$ cat src/rtl/abp_sender_framer.sv
// Sender side of an Alternating Bit Protocol link. Accepts one 64-bit value,
// frames it as a 9-beat AXI-Stream byte packet (sequence byte followed by the
// value LSB first), then waits for a matching ACK. A timeout or a stale ACK
// causes a retransmission until the retry budget is spent.
//
// Handshakes: a value is accepted on a cycle where s_value_valid and
// s_value_ready are both high. A stream beat moves on a cycle where
// m_axis_tvalid and m_axis_tready are both high; while tvalid is high and
// tready is low, tdata and tlast hold their values. ack_valid is a one-cycle
// strobe with no back-pressure.
module abp_sender_framer #(
    parameter int TIMEOUT_CYCLES = 1024,
    parameter int MAX_RETRIES    = 7,
    parameter int TMR_WIDTH      = 16
) (
    input  logic        aclk,
    input  logic        aresetn,
    input  logic        s_value_valid,
    output logic        s_value_ready,
    input  logic [63:0] s_value_data,
    output logic        m_axis_tvalid,
    input  logic        m_axis_tready,
    output logic        m_axis_tlast,
    output logic [7:0]  m_axis_tdata,
    input  logic        ack_valid,
    input  logic        ack_bit,
    output logic        seq_bit,
    output logic        busy,
    output logic [7:0]  retry_count,
    output logic        give_up
);

    typedef enum logic [1:0] {
        ST_IDLE     = 2'd0,
        ST_SEND     = 2'd1,
        ST_WAIT_ACK = 2'd2
    } state_t;

    // Registered state and outputs
    state_t                 r_state;
    logic [63:0]            r_value;
    logic [3:0]             r_beat;
    logic [TMR_WIDTH-1:0]   r_timer;
    logic                   r_seq;
    logic                   r_busy;
    logic                   r_ready;
    logic [7:0]             r_retry;
    logic                   r_give_up;
    logic                   r_tvalid;
    logic                   r_tlast;
    logic [7:0]             r_tdata;

    // Next-state values
    state_t                 w_state;
    logic [63:0]            w_value;
    logic [3:0]             w_beat;
    logic [TMR_WIDTH-1:0]   w_timer;
    logic                   w_seq;
    logic                   w_busy;
    logic                   w_ready;
    logic [7:0]             w_retry;
    logic                   w_give_up;
    logic                   w_tvalid;
    logic                   w_tlast;
    logic [7:0]             w_tdata;

    // Decoded events
    logic                   w_xfer;
    logic                   w_timeout;
    logic                   w_ack_match;
    logic                   w_ack_stale;
    logic [7:0]             w_next_byte;

    assign w_xfer      = r_tvalid && m_axis_tready;
    assign w_timeout   = (r_timer == TMR_WIDTH'(TIMEOUT_CYCLES - 1));
    assign w_ack_match = ack_valid && (ack_bit == r_seq);
    assign w_ack_stale = ack_valid && (ack_bit != r_seq);
    // Payload byte for the beat after the current one: beat b+1 carries byte b
    assign w_next_byte = r_value[{r_beat[2:0], 3'b000} +: 8];

    // Next-state and registered-output decode for the protocol FSM
    always_comb begin
        w_state   = r_state;
        w_value   = r_value;
        w_beat    = r_beat;
        w_timer   = r_timer;
        w_seq     = r_seq;
        w_busy    = r_busy;
        w_ready   = r_ready;
        w_retry   = r_retry;
        w_give_up = 1'b0;
        w_tvalid  = r_tvalid;
        w_tlast   = r_tlast;
        w_tdata   = r_tdata;

        case (r_state)
            ST_IDLE: begin
                if (s_value_valid && r_ready) begin
                    w_value  = s_value_data;
                    w_retry  = 8'd0;
                    w_busy   = 1'b1;
                    w_ready  = 1'b0;
                    w_beat   = 4'd0;
                    w_tvalid = 1'b1;
                    w_tlast  = 1'b0;
                    w_tdata  = {7'b0, r_seq};
                    w_state  = ST_SEND;
                end
            end

            ST_SEND: begin
                if (w_xfer) begin
                    if (r_beat == 4'd8) begin
                        w_tvalid = 1'b0;
                        w_tlast  = 1'b0;
                        w_tdata  = 8'd0;
                        w_timer  = '0;
                        w_state  = ST_WAIT_ACK;
                    end else begin
                        w_beat  = r_beat + 4'd1;
                        w_tdata = w_next_byte;
                        w_tlast = (r_beat == 4'd7);
                    end
                end
            end

            ST_WAIT_ACK: begin
                w_timer = r_timer + TMR_WIDTH'(1);
                // A matching ACK takes priority over a simultaneous timeout
                if (w_ack_match) begin
                    w_seq   = ~r_seq;
                    w_busy  = 1'b0;
                    w_ready = 1'b1;
                    w_state = ST_IDLE;
                end else if (w_ack_stale || w_timeout) begin
                    if (r_retry < 8'(MAX_RETRIES)) begin
                        w_retry  = r_retry + 8'd1;
                        w_beat   = 4'd0;
                        w_tvalid = 1'b1;
                        w_tlast  = 1'b0;
                        w_tdata  = {7'b0, r_seq};
                        w_state  = ST_SEND;
                    end else begin
                        w_give_up = 1'b1;
                        w_busy    = 1'b0;
                        w_ready   = 1'b1;
                        w_state   = ST_IDLE;
                    end
                end
            end

            default: begin
                w_state = ST_IDLE;
            end
        endcase
    end

    // State register; asynchronous reset abandons any packet in flight
    always_ff @(posedge aclk or negedge aresetn) begin
        if (!aresetn) begin
            r_state   <= ST_IDLE;
            r_value   <= 64'd0;
            r_beat    <= 4'd0;
            r_timer   <= '0;
            r_seq     <= 1'b0;
            r_busy    <= 1'b0;
            r_ready   <= 1'b1;
            r_retry   <= 8'd0;
            r_give_up <= 1'b0;
            r_tvalid  <= 1'b0;
            r_tlast   <= 1'b0;
            r_tdata   <= 8'd0;
        end else begin
            r_state   <= w_state;
            r_value   <= w_value;
            r_beat    <= w_beat;
            r_timer   <= w_timer;
            r_seq     <= w_seq;
            r_busy    <= w_busy;
            r_ready   <= w_ready;
            r_retry   <= w_retry;
            r_give_up <= w_give_up;
            r_tvalid  <= w_tvalid;
            r_tlast   <= w_tlast;
            r_tdata   <= w_tdata;
        end
    end

    assign s_value_ready = r_ready;
    assign m_axis_tvalid = r_tvalid;
    assign m_axis_tlast  = r_tlast;
    assign m_axis_tdata  = r_tdata;
    assign seq_bit       = r_seq;
    assign busy          = r_busy;
    assign retry_count   = r_retry;
    assign give_up       = r_give_up;

endmodule

$ cat config.mk
export PLATFORM = sky130hd
export DESIGN_NAME = abp_sender_framer
export DESIGN_NICKNAME = d
export VERILOG_FILES = /design/src/rtl/abp_sender_framer.sv
export SDC_FILE = /design/constraint.sdc
export NUM_CORES = 1
export LEC_CHECK = 0
export ABC_AREA = 0
export BUFFER_PORTS_ARGS = -buffer_cell sky130_fd_sc_hd__buf_2
export CAP_MARGIN = 20
export CORE_ASPECT_RATIO = 1.5
export CORE_MARGIN = 2
export CORE_UTILIZATION = 55
export CTS_CLUSTER_SIZE = 16
export DETAILED_ROUTE_END_ITERATION = 7
export GPL_ROUTABILITY_DRIVEN = 0
export PLACE_DENSITY = 0.79
export SYNTH_ARGS = -nofsm -noshare
export SYNTH_HDL_FRONTEND = slang
export SYNTH_SLANG_ARGS = --single-unit
$ cat constraint.sdc
create_clock -name aclk -period 2.3 [get_ports aclk]
set_input_delay 0.46 -clock aclk [delete_from_list [all_inputs] [get_ports aclk]]
set_output_delay 0.46 -clock aclk [all_outputs]
set_load 0.02 [all_outputs]
# --- After elaboration in Yosys (flattened, before gate mapping) ---
# Cells that the tools add are included.
word_totals:
  word_cells: 107
  reg_bits: 108
  in_bits: 70
  out_inout_bits: 22
classes:
  n_addsub: 3
  reduce_logical: 18
  shift: 1
  mux: 55
  n_lt_le_gt_ge: 1
  n_eq_ne: 16
  bitwise_logic: 1
op_table:
  columns: ["op", "n"]
  rows:
  - ["2-to-1 mux 8 bit", 10]
  - ["variable part select 64 x 7 -> 8 bit", 1]
  - ["2-to-1 mux 16 bit", 2]
  - ["one-hot mux 16 bit (2 select lines)", 1]
  - ["2-to-1 mux 4 bit", 6]
  - ["one-hot mux 8 bit (3 select lines)", 1]
  - ["2-to-1 mux 1 bit", 23]
  - ["adder 16 x 1 -> 16 bit, second input constant", 1]
  - ["== test 16 x 10 -> 1 bit, second input constant", 1]
  - ["one-hot mux 8 bit (2 select lines)", 1]
  - ["inequality test 2 bit, second input constant", 7]
  - ["AND reduction 7 bit", 2]
  - ["one-hot mux 4 bit (3 select lines)", 1]
  - ["2-to-1 mux 2 bit", 5]
  - ["adder 8 x 1 -> 8 bit, second input constant", 1]
  - ["less-than comparator 8 x 3 -> 1 bit, second input constant", 1]
  - ["AND reduction 4 bit", 2]
  - ["inequality test 3 bit, second input constant", 2]
  - ["one-hot mux 1 bit (3 select lines)", 2]
  - ["one-hot mux 2 bit (3 select lines)", 1]
  - ["AND reduction 6 bit", 1]
  - ["AND reduction 5 bit", 1]
  - ["adder 4 x 1 -> 4 bit, second input constant", 1]
  - ["== test 4 x 3 -> 1 bit, second input constant", 1]
  - ["14 further kinds", 20]

# --- Longest topological paths before layout ---
# Gate-level depths: netlist of run 1.
logic_depth:
  ltp_word: 6
  depth_mapped: 9
  depth_no_buf: 7

# --- Worst setup path before layout of run 1 ---
# OpenSTA, ideal clock, no wires.
synth_timing:
  kind: "register to register"
  startpoint: "register r_retry[0], in the netlist retry_count[0]"
  endpoint: "register r_tdata[0], in the netlist m_axis_tdata[0]"
  path_slack_ns: 0.167
  period_less_slack_ns: 2.133
  required_time_ns: 2.175
  arrival_ns: 2.008
  path_stages_with_launch: 8
  path_buffers: 1
  setup_ns: 0.125
  path_cell_list: "dfrtp_1 > ha_1 > a211o_1 > nor4_4 > o2111a_2 > nor2_2 > buf_6 > mux2_4"
synth_between:
  elab_chain_len: 3
synth_rtl:
  columns: ["item", "line", "source"]
  rows:
  - ["start, declared", "47", "logic [7:0] r_retry;"]
  - ["start signal, assigned", "181", "r_retry <= w_retry;"]
  - ["less-than comparator 8 x 3 -> 1 bit", "136", "if (r_retry < 8'(MAX_RETRIES)) begin"]
  - ["inequality test 2 bit (no source line)", null, null]
  - ["AND reduction 6 bit (no source line)", null, null]
  - ["end signal, assigned", "185", "r_tdata <= w_tdata;"]
  - ["end, declared", "51", "logic [7:0] r_tdata;"]
# No other way between the ends.
# A chain may end at the register's enable or synchronous reset.

# --- Worst setup path in the final report of run 1 ---
layout_timing:
  startpoint: "register r_timer[0]"
  endpoint: "register r_tdata[3], in the netlist m_axis_tdata[3]"
layout_between:
  elab_chain_len: 4
layout_rtl:
  columns: ["item", "line", "source"]
  rows:
  - ["start, declared", "43", "logic [TMR_WIDTH-1:0] r_timer;"]
  - ["start signal, assigned", "177", "r_timer <= w_timer;"]
  - ["== test 16 x 10 -> 1 bit", "75", "assign w_timeout = (r_timer == TMR_WIDTH'(TIMEOUT_CYCLES - 1));"]
  - ["logical OR 1 bit", "135", "end else if (w_ack_stale || w_timeout) begin"]
  - ["inequality test 2 bit (no source line)", null, null]
  - ["AND reduction 6 bit (no source line)", null, null]
# No other way between the ends.

==> results.sh, run 1 <==
export IMPL_cp_cell_sequence="ha_1 -> nor4b_1 -> and4_1 -> o2111a_2 -> nor2_2 -> buf_4 -> mux2_4"
export IMPL_drive_gt1_frac=0.474
export IMPL_synth_ff_type="dfrtp_1"
export IMPL_static_leakage_power_uw=0.00277
export IMPL_fin_crit_sh=0.944
export IMPL_vias=3261
export IMPL_initial_core_util=0.568
export IMPL_critPathMaxFanout=6
export IMPL_synth_area_leaders="dfrtp_1 (53%), mux2_2 (15%), mux4_2 (7.2%)"
export IMPL_post_synth_top_area_fraction=0.534
export IMPL_drtIter0Drc=156
export IMPL_antenna_cells=0
export IMPL_r2r_slack_ns=0.13
export IMPL_numCtsBuffers=9
export IMPL_grt_pass1_wl_mm=16.9
export IMPL_hp_class="input pin to asynchronous set/reset pin"
export IMPL_rsz0062_at_grt="false"
export IMPL_period_minus_slack_ns=2.17
export IMPL_via_per_inst=5.66
export IMPL_synth_cell_types=52
export IMPL_fmax_ghz=0.461
export IMPL_layout_setup_ws_ns=0.129
export IMPL_netlist_instances=366
export IMPL_die_area_um2=9910
export IMPL_synth_area_um2=5010
export IMPL_max_vdd_ir_drop_uv=670
export IMPL_routedWlPerCell_um=18.0
export IMPL_routed_wl_mm=10.3
export IMPL_cts_tree="yes"
export IMPL_portBuffers=91
export IMPL_ys_ff_latch=108
export IMPL_synth_area_per_cell_um2=13.7
export IMPL_setup_violations=0
export IMPL_clk_latency_ns=0.34
export IMPL_dp_slack_ns=0.113
export IMPL_ctsResizeCount=0
export IMPL_post_route_util=0.672
export IMPL_arrival_ns=2.40
export IMPL_fin_setup_tns_ns=0
export IMPL_first_pass_iters=4
export IMPL_worstReg2RegEnd="m_axis_tdata[3]"
export IMPL_hold_viol=0
export IMPL_ios=92
export IMPL_h_tree_depth=3
export IMPL_p_total_uw=7440
export IMPL_slew_viol_final=0
export IMPL_fin_worst_skew_ns=0.00696
export IMPL_crit_path_max_incr_delay_ns=0.42
export IMPL_grt_usage=0.230
export IMPL_drtAntennaViolNets=0
export IMPL_r2r_start="r_timer[0]"
export IMPL_synth_common_cells="dfrtp_1 (107), mux2_2 (67), nor2_1 (25)"
export IMPL_rr_worst_depth=7
export IMPL_grt_max_degree=82
export IMPL_hold_ws_ns=0.0324
export IMPL_powerDensity_nw_per_um2=1250
export IMPL_synth_warning_count=0
export IMPL_critical_path_class="flip-flop to flip-flop"
export IMPL_worstPathRequired_ns=2.53
export IMPL_grt_pass1_vias=3446
export IMPL_clk_pin_slew_ns=0.07
export IMPL_clkSinkCount=108
export IMPL_fill_cells=657
export IMPL_syn_num_nets=440
export IMPL_outcome="finished, final reports clean"
export IMPL_relSlewSlack=0.644
export IMPL_cp_slowest_cell="dfrtp_1"
export IMPL_ys_seq_area_frac=0.539
export IMPL_yosysMostFrequentCell="dfrtp_1"
export IMPL_hpwl_mm=7.30
export IMPL_die_w_um=82.0
export IMPL_dieHeight_um=121
export IMPL_cp_start_kind="flip-flop"
export IMPL_fp_row_count=42
export IMPL_async_reset_ff_frac=1.00
export IMPL_worst_pin_slew_ns=0.533
export IMPL_cts_path_max_buffers=2
export IMPL_synth_top_cell_by_area="dfrtp_1"
export IMPL_setup_worst_path_end_class="flip-flop"
export IMPL_antenna_found_initial=0
export IMPL_fin_nets=535
export IMPL_grt_overflow=0
export IMPL_cap_violations=0
export IMPL_areaGrowthSynthToFinish_pct=18.4
export IMPL_synth_edf_count=0
export IMPL_cts_root_buf="clkbuf_16"
export IMPL_drc=0
export IMPL_core_area_um2=8830
[worst max-delay path by stage]
stage                         from  slack [ns]              end
floorplan           retry_count[0]        0.17  m_axis_tdata[0]
global placement        r_timer[0]        0.18  m_axis_tdata[4]
detailed placement      r_timer[0]        0.11  m_axis_tdata[2]
CTS                     r_timer[0]        0.10  m_axis_tdata[3]
global route        retry_count[0]       0.005  m_axis_tdata[6]
finish                  r_timer[0]        0.13  m_axis_tdata[3]
[worst max-delay path: cells and delay by family (launching register included)]
kind | cells | cell delay [ns]
adder cells (fa/ha/maj) | 1 | 0.22
AO/OA/AOI/OAI | 1 | 0.31
AND/OR/NAND/NOR | 3 | 0.57
multiplexers | 1 | 0.31
flip-flops | 1 | 0.42
buffers and inverters | 1 | 0.23
[cell type report]
type	instances	area, um^2	area share
Sequential cell	108	2700	0.455
Multi-Input combinational cell	235	2190	0.369
Timing Repair Buffer	102	578	0.0974
Clock buffer	13	260	0.0438
Tap cell	110	138	0.0232
Clock inverter	3	45.0	0.00759
Inverter	5	18.8	0.00316
[registers in the layout, indices dropped and copies added (netlist names)]
signal,flops
r_beat,4
retry_count,8
busy,1
m_axis_tvalid,1
m_axis_tlast,1
r_value,64
r_state,2
s_value_ready,1
r_timer,16
m_axis_tdata,8
seq_bit,1
give_up,1
[timing repair]
action                                  CTS  global route
hold buffers                              0             0
setup buffers                             0             1
endpoints found under the setup margin    0             6
[metrics by stage]
| step | cell area [um^2] | cells |
|---|---|---|
| final | 5940 | 576 |
| after global routing | 5940 | 576 |
| after CTS | 5930 | 575 |
| after detailed placement | 5620 | 559 |
| after global placement | 5620 | 559 |
| after floorplan | 5010 | 366 |
[kinds of logic after synthesis]
kind of cell,synth area share
AO/OA/AOI/OAI,0.0482
XOR/XNOR,0.0245
adder cells (fa/ha/maj),0.00998
buffers and inverters,0.0237
flip-flops,0.539
multiplexers,0.262
AND/OR/NAND/NOR,0.0923
[layer usage]
metal	part of all wire	vias to the layer above	GRT usage	routed length, um
met5	0	-	0	0
met4	0.026	0	0.101	273
met3	0.039	16	0.0476	404
met2	0.56	69	0.403	5770
met1	0.38	1669	0.263	3890
li1	-	1507	-	-
[cell usage in the layout (no fill, tap or decap), drive strengths merged, types with 4 or more instances in the layout]
cell type / netlist / layout
mux4: 16 / 16
buf: 16 / 102
dfrtp: 107 / 107
xor2: 7 / 7
nor3: 4 / 4
mux2: 75 / 75
a21oi: 4 / 4
mux2i: 8 / 8
nor2: 28 / 28
ha: 4 / 4
clkbuf: 2 / 13
o21ai: 8 / 8
nand2: 21 / 21
xnor2: 7 / 7
inv: 5 / 5
nand3: 12 / 12
[power by group]
group,internal [uW],switching [uW]
Sequential,2720,567
Combinational,1450,1140
Clock,905,663
Total,5070,2370
(Power assumes the default switching activity.)
==> run 2, diff against run 1 <==
Settings changed: ABC_AREA 0 to 1, CELL_PAD_IN_SITES_DETAIL_PLACEMENT set to 1, CELL_PAD_IN_SITES_GLOBAL_PLACEMENT set to 1, CORE_UTILIZATION 55 to 42, PLACE_DENSITY 0.79 to unset, PLACE_DENSITY_LB_ADDON set to 0.1.
==> run 2 against run 1 <==
  * Wire length up 40%
  * Non-clock buffer count is 1 higher
  * Worst setup slack better by 0.24 ns
  * Sequential cell count did not move
  * Sequential share of layout area fell by 3.0 points
  * Critical path depth decreased by 3
  * Area after synthesis is 8.4% higher
  * Register-to-register slack improved by 0.24 ns
  * Total power decreased by 26%
  * Via count is 38% higher
  * First-iteration DRC count is 27% lower
  * Clock-buffer cell count fell by 4
  * Largest power group unchanged
==> results.sh, run 2 <==
export IMPL_grt_util_met1=0.250
export IMPL_busiest_layer="met2"
export IMPL_gr_usage_met2=0.409
export IMPL_powerDensity_nw_per_um2=867
export IMPL_fmax_ghz=0.517
export IMPL_relSlewSlack=0.598
export IMPL_ys_ff_latch=108
export IMPL_hp_class="input pin to asynchronous set/reset pin"
export IMPL_grt_usage=0.218
export IMPL_arrival_ns=2.17
export IMPL_async_reset_ff_frac=1.00
export IMPL_cts_tree="yes"
export IMPL_fill_cells=1527
export IMPL_cp_slowest_cell="dfrtp_1"
export IMPL_first_pass_iters=4
export IMPL_crit_path_max_incr_delay_ns=0.47
export IMPL_cap_violations=0
export IMPL_synth_area_um2=5440
export IMPL_fin_setup_tns_ns=0
export IMPL_final_common_cell="nand2_1"
export IMPL_largest_register="r_value"
export IMPL_grt_max_degree=109
export IMPL_drtAntennaViolNets=0
export IMPL_cts_path_max_buffers=2
export IMPL_max_vdd_ir_drop_uv=495
export IMPL_setup_violations=0
export IMPL_numCtsBuffers=9
export IMPL_routed_wl_mm=14.5
export IMPL_synth_common_cells="nand2_1 (142), dfrtp_1 (107), nor2_1 (88)"
export IMPL_post_route_util=0.505
export IMPL_hold_ws_ns=0.156
export IMPL_h_tree_depth=3
export IMPL_synth_area_per_cell_um2=8.84
export IMPL_hold_viol=0
export IMPL_postCtsSetupRepairBufs=0
export IMPL_core_area_um2=12600
export IMPL_fin_crit_sh=0.842
export IMPL_largestRegisters="r_value (64), r_timer (16)"
export IMPL_drive_gt1_frac=0.269
export IMPL_cts_root_buf="clkbuf_16"
export IMPL_worstPathRequired_ns=2.53
export IMPL_fp_row_count=50
export IMPL_grt_pass1_wl_mm=24.3
export IMPL_routedWlPerCell_um=16.7
export IMPL_largest_reg_flops=64
export IMPL_layout_setup_ws_ns=0.364
export IMPL_synth_edf_count=0
export IMPL_areaGrowthSynthToFinish_pct=16.9
export IMPL_regArea_um2=2700
export IMPL_p_total_uw=5510
export IMPL_drtIter0Drc=114
export IMPL_grt_use_met3=0.0428
export IMPL_multi_input_area_um2=2410
export IMPL_cp_cell_sequence="nor2_1 -> nand3_4 -> buf_4 -> mux2_2"
export IMPL_dp_slack_ns=0.330
export IMPL_syn_num_nets=689
export IMPL_setup_worst_path_end_class="flip-flop"
export IMPL_die_area_um2=13900
export IMPL_synth_cell_types=33
export IMPL_period_minus_slack_ns=1.94
export IMPL_path_delay_family="simple AND/OR/NAND/NOR gates"
export IMPL_via_per_inst=5.21
export IMPL_post_synth_top_area_fraction=0.493
export IMPL_synth_top_cell_by_area="dfrtp_1"
export IMPL_crit_buf_inv=1
export IMPL_clk_pin_slew_ns=0.07
export IMPL_yosysMostFrequentCell="nand2_1"
export IMPL_worst_pin_slew_ns=0.602
export IMPL_synth_area_leaders="dfrtp_1 (49%), mux2_2 (11%), nand2_1 (9.8%)"
export IMPL_vias=4512
export IMPL_netlist_instances=615
export IMPL_synth_warning_count=0
export IMPL_ios=92
export IMPL_slew_viol_final=0
export IMPL_antenna_found_initial=0
export IMPL_ctsResizeCount=0
export IMPL_critPathMaxFanout=42
export IMPL_grt_pass1_vias=4962
export IMPL_static_leakage_power_uw=0.00343
export IMPL_hpwl_mm=10.4
export IMPL_ys_seq_area_frac=0.497
export IMPL_rsz0062_at_grt="false"
export IMPL_clkSinkCount=108
export IMPL_clk_latency_ns=0.35
export IMPL_critical_path_class="flip-flop to flip-flop"
export IMPL_outcome="finished, final reports clean"
export IMPL_mostFrequentLayoutCells="nand2_1 (142), dfrtp_1 (107), buf_2 (90)"
export IMPL_die_w_um=96.9
export IMPL_synth_ff_type="dfrtp_1"
export IMPL_portBuffers=91
export IMPL_drc=0
export IMPL_initial_core_util=0.432
export IMPL_grt_overflow=0
export IMPL_fin_worst_skew_ns=0.00860
export IMPL_fin_nets=778
export IMPL_hold_buffers=0
export IMPL_cp_start_kind="flip-flop"
export IMPL_dieHeight_um=143
==> run 2: area by class of cell <==
type | count | area share
flip-flops and latches | 108 | 0.426
clock buffers | 9 | 0.0354
repair buffers | 103 | 0.0902
multi-input cells | 432 | 0.380
clock inverters | 7 | 0.00807
diodes | 1 | 0.000394
inverters | 50 | 0.0295
well taps | 156 | 0.0307
==> run 2: cell families after synthesis <==
kind of cell | count (synthesis) | synth area share
compound gates | 66 | 0.0665
xor+xnor | 13 | 0.0209
fa+ha+maj | 4 | 0.00921
buf+inv | 75 | 0.0596
flops | 108 | 0.497
mux | 52 | 0.108
simple gates | 297 | 0.238
==> run 2: worst register-to-register path, cell delays in order (launching register included) <==
cell and delay [ns]:
dfrtp_1 0.47, nor2_1 0.25, nand3_4 0.34, buf_4 0.41, mux2_2 0.35
==> run 2: worst paths after layout <==
kind,start,to,slack (ns),cells past startpoint
setup / recovery,r_state[1],r_value[4],0.36,4
hold / removal,aresetn,r_value[17],0.16,2
setup reg to reg,r_state[1],r_value[4],0.36,4
hold reg to reg,m_axis_tdata[7],m_axis_tdata[7],0.48,2
max in group asynchronous,aresetn,retry_count[1],1.67,2
min in group aclk,s_value_data[38],r_value[38],0.33,2
==> run 2: routing by layer <==
| layer | vias up | share of wire | routed length [um] |
|---|---|---|---|
| li1 | 2175 | - | - |
| met1 | 2249 | 0.40 | 5790 |
| met2 | 72 | 0.54 | 7860 |
| met3 | 16 | 0.036 | 517 |
| met4 | 0 | 0.020 | 293 |
| met5 | - | 0 | 0 |
==> run 2: per-stage QoR <==
stage | cell area [um^2] | cells
global route | 6350 | 865
global placement | 6070 | 849
floorplan | 5440 | 615
finish | 6350 | 866
detailed placement | 6070 | 849
CTS | 6350 | 865
==> run 2: where the power goes <==
group | switching (uW) | leakage [uW] | internal (uW)
clock | 731 | 0.000132 | 739
combinational | 1180 | 0.00194 | 595
sequential | 183 | 0.00136 | 2090
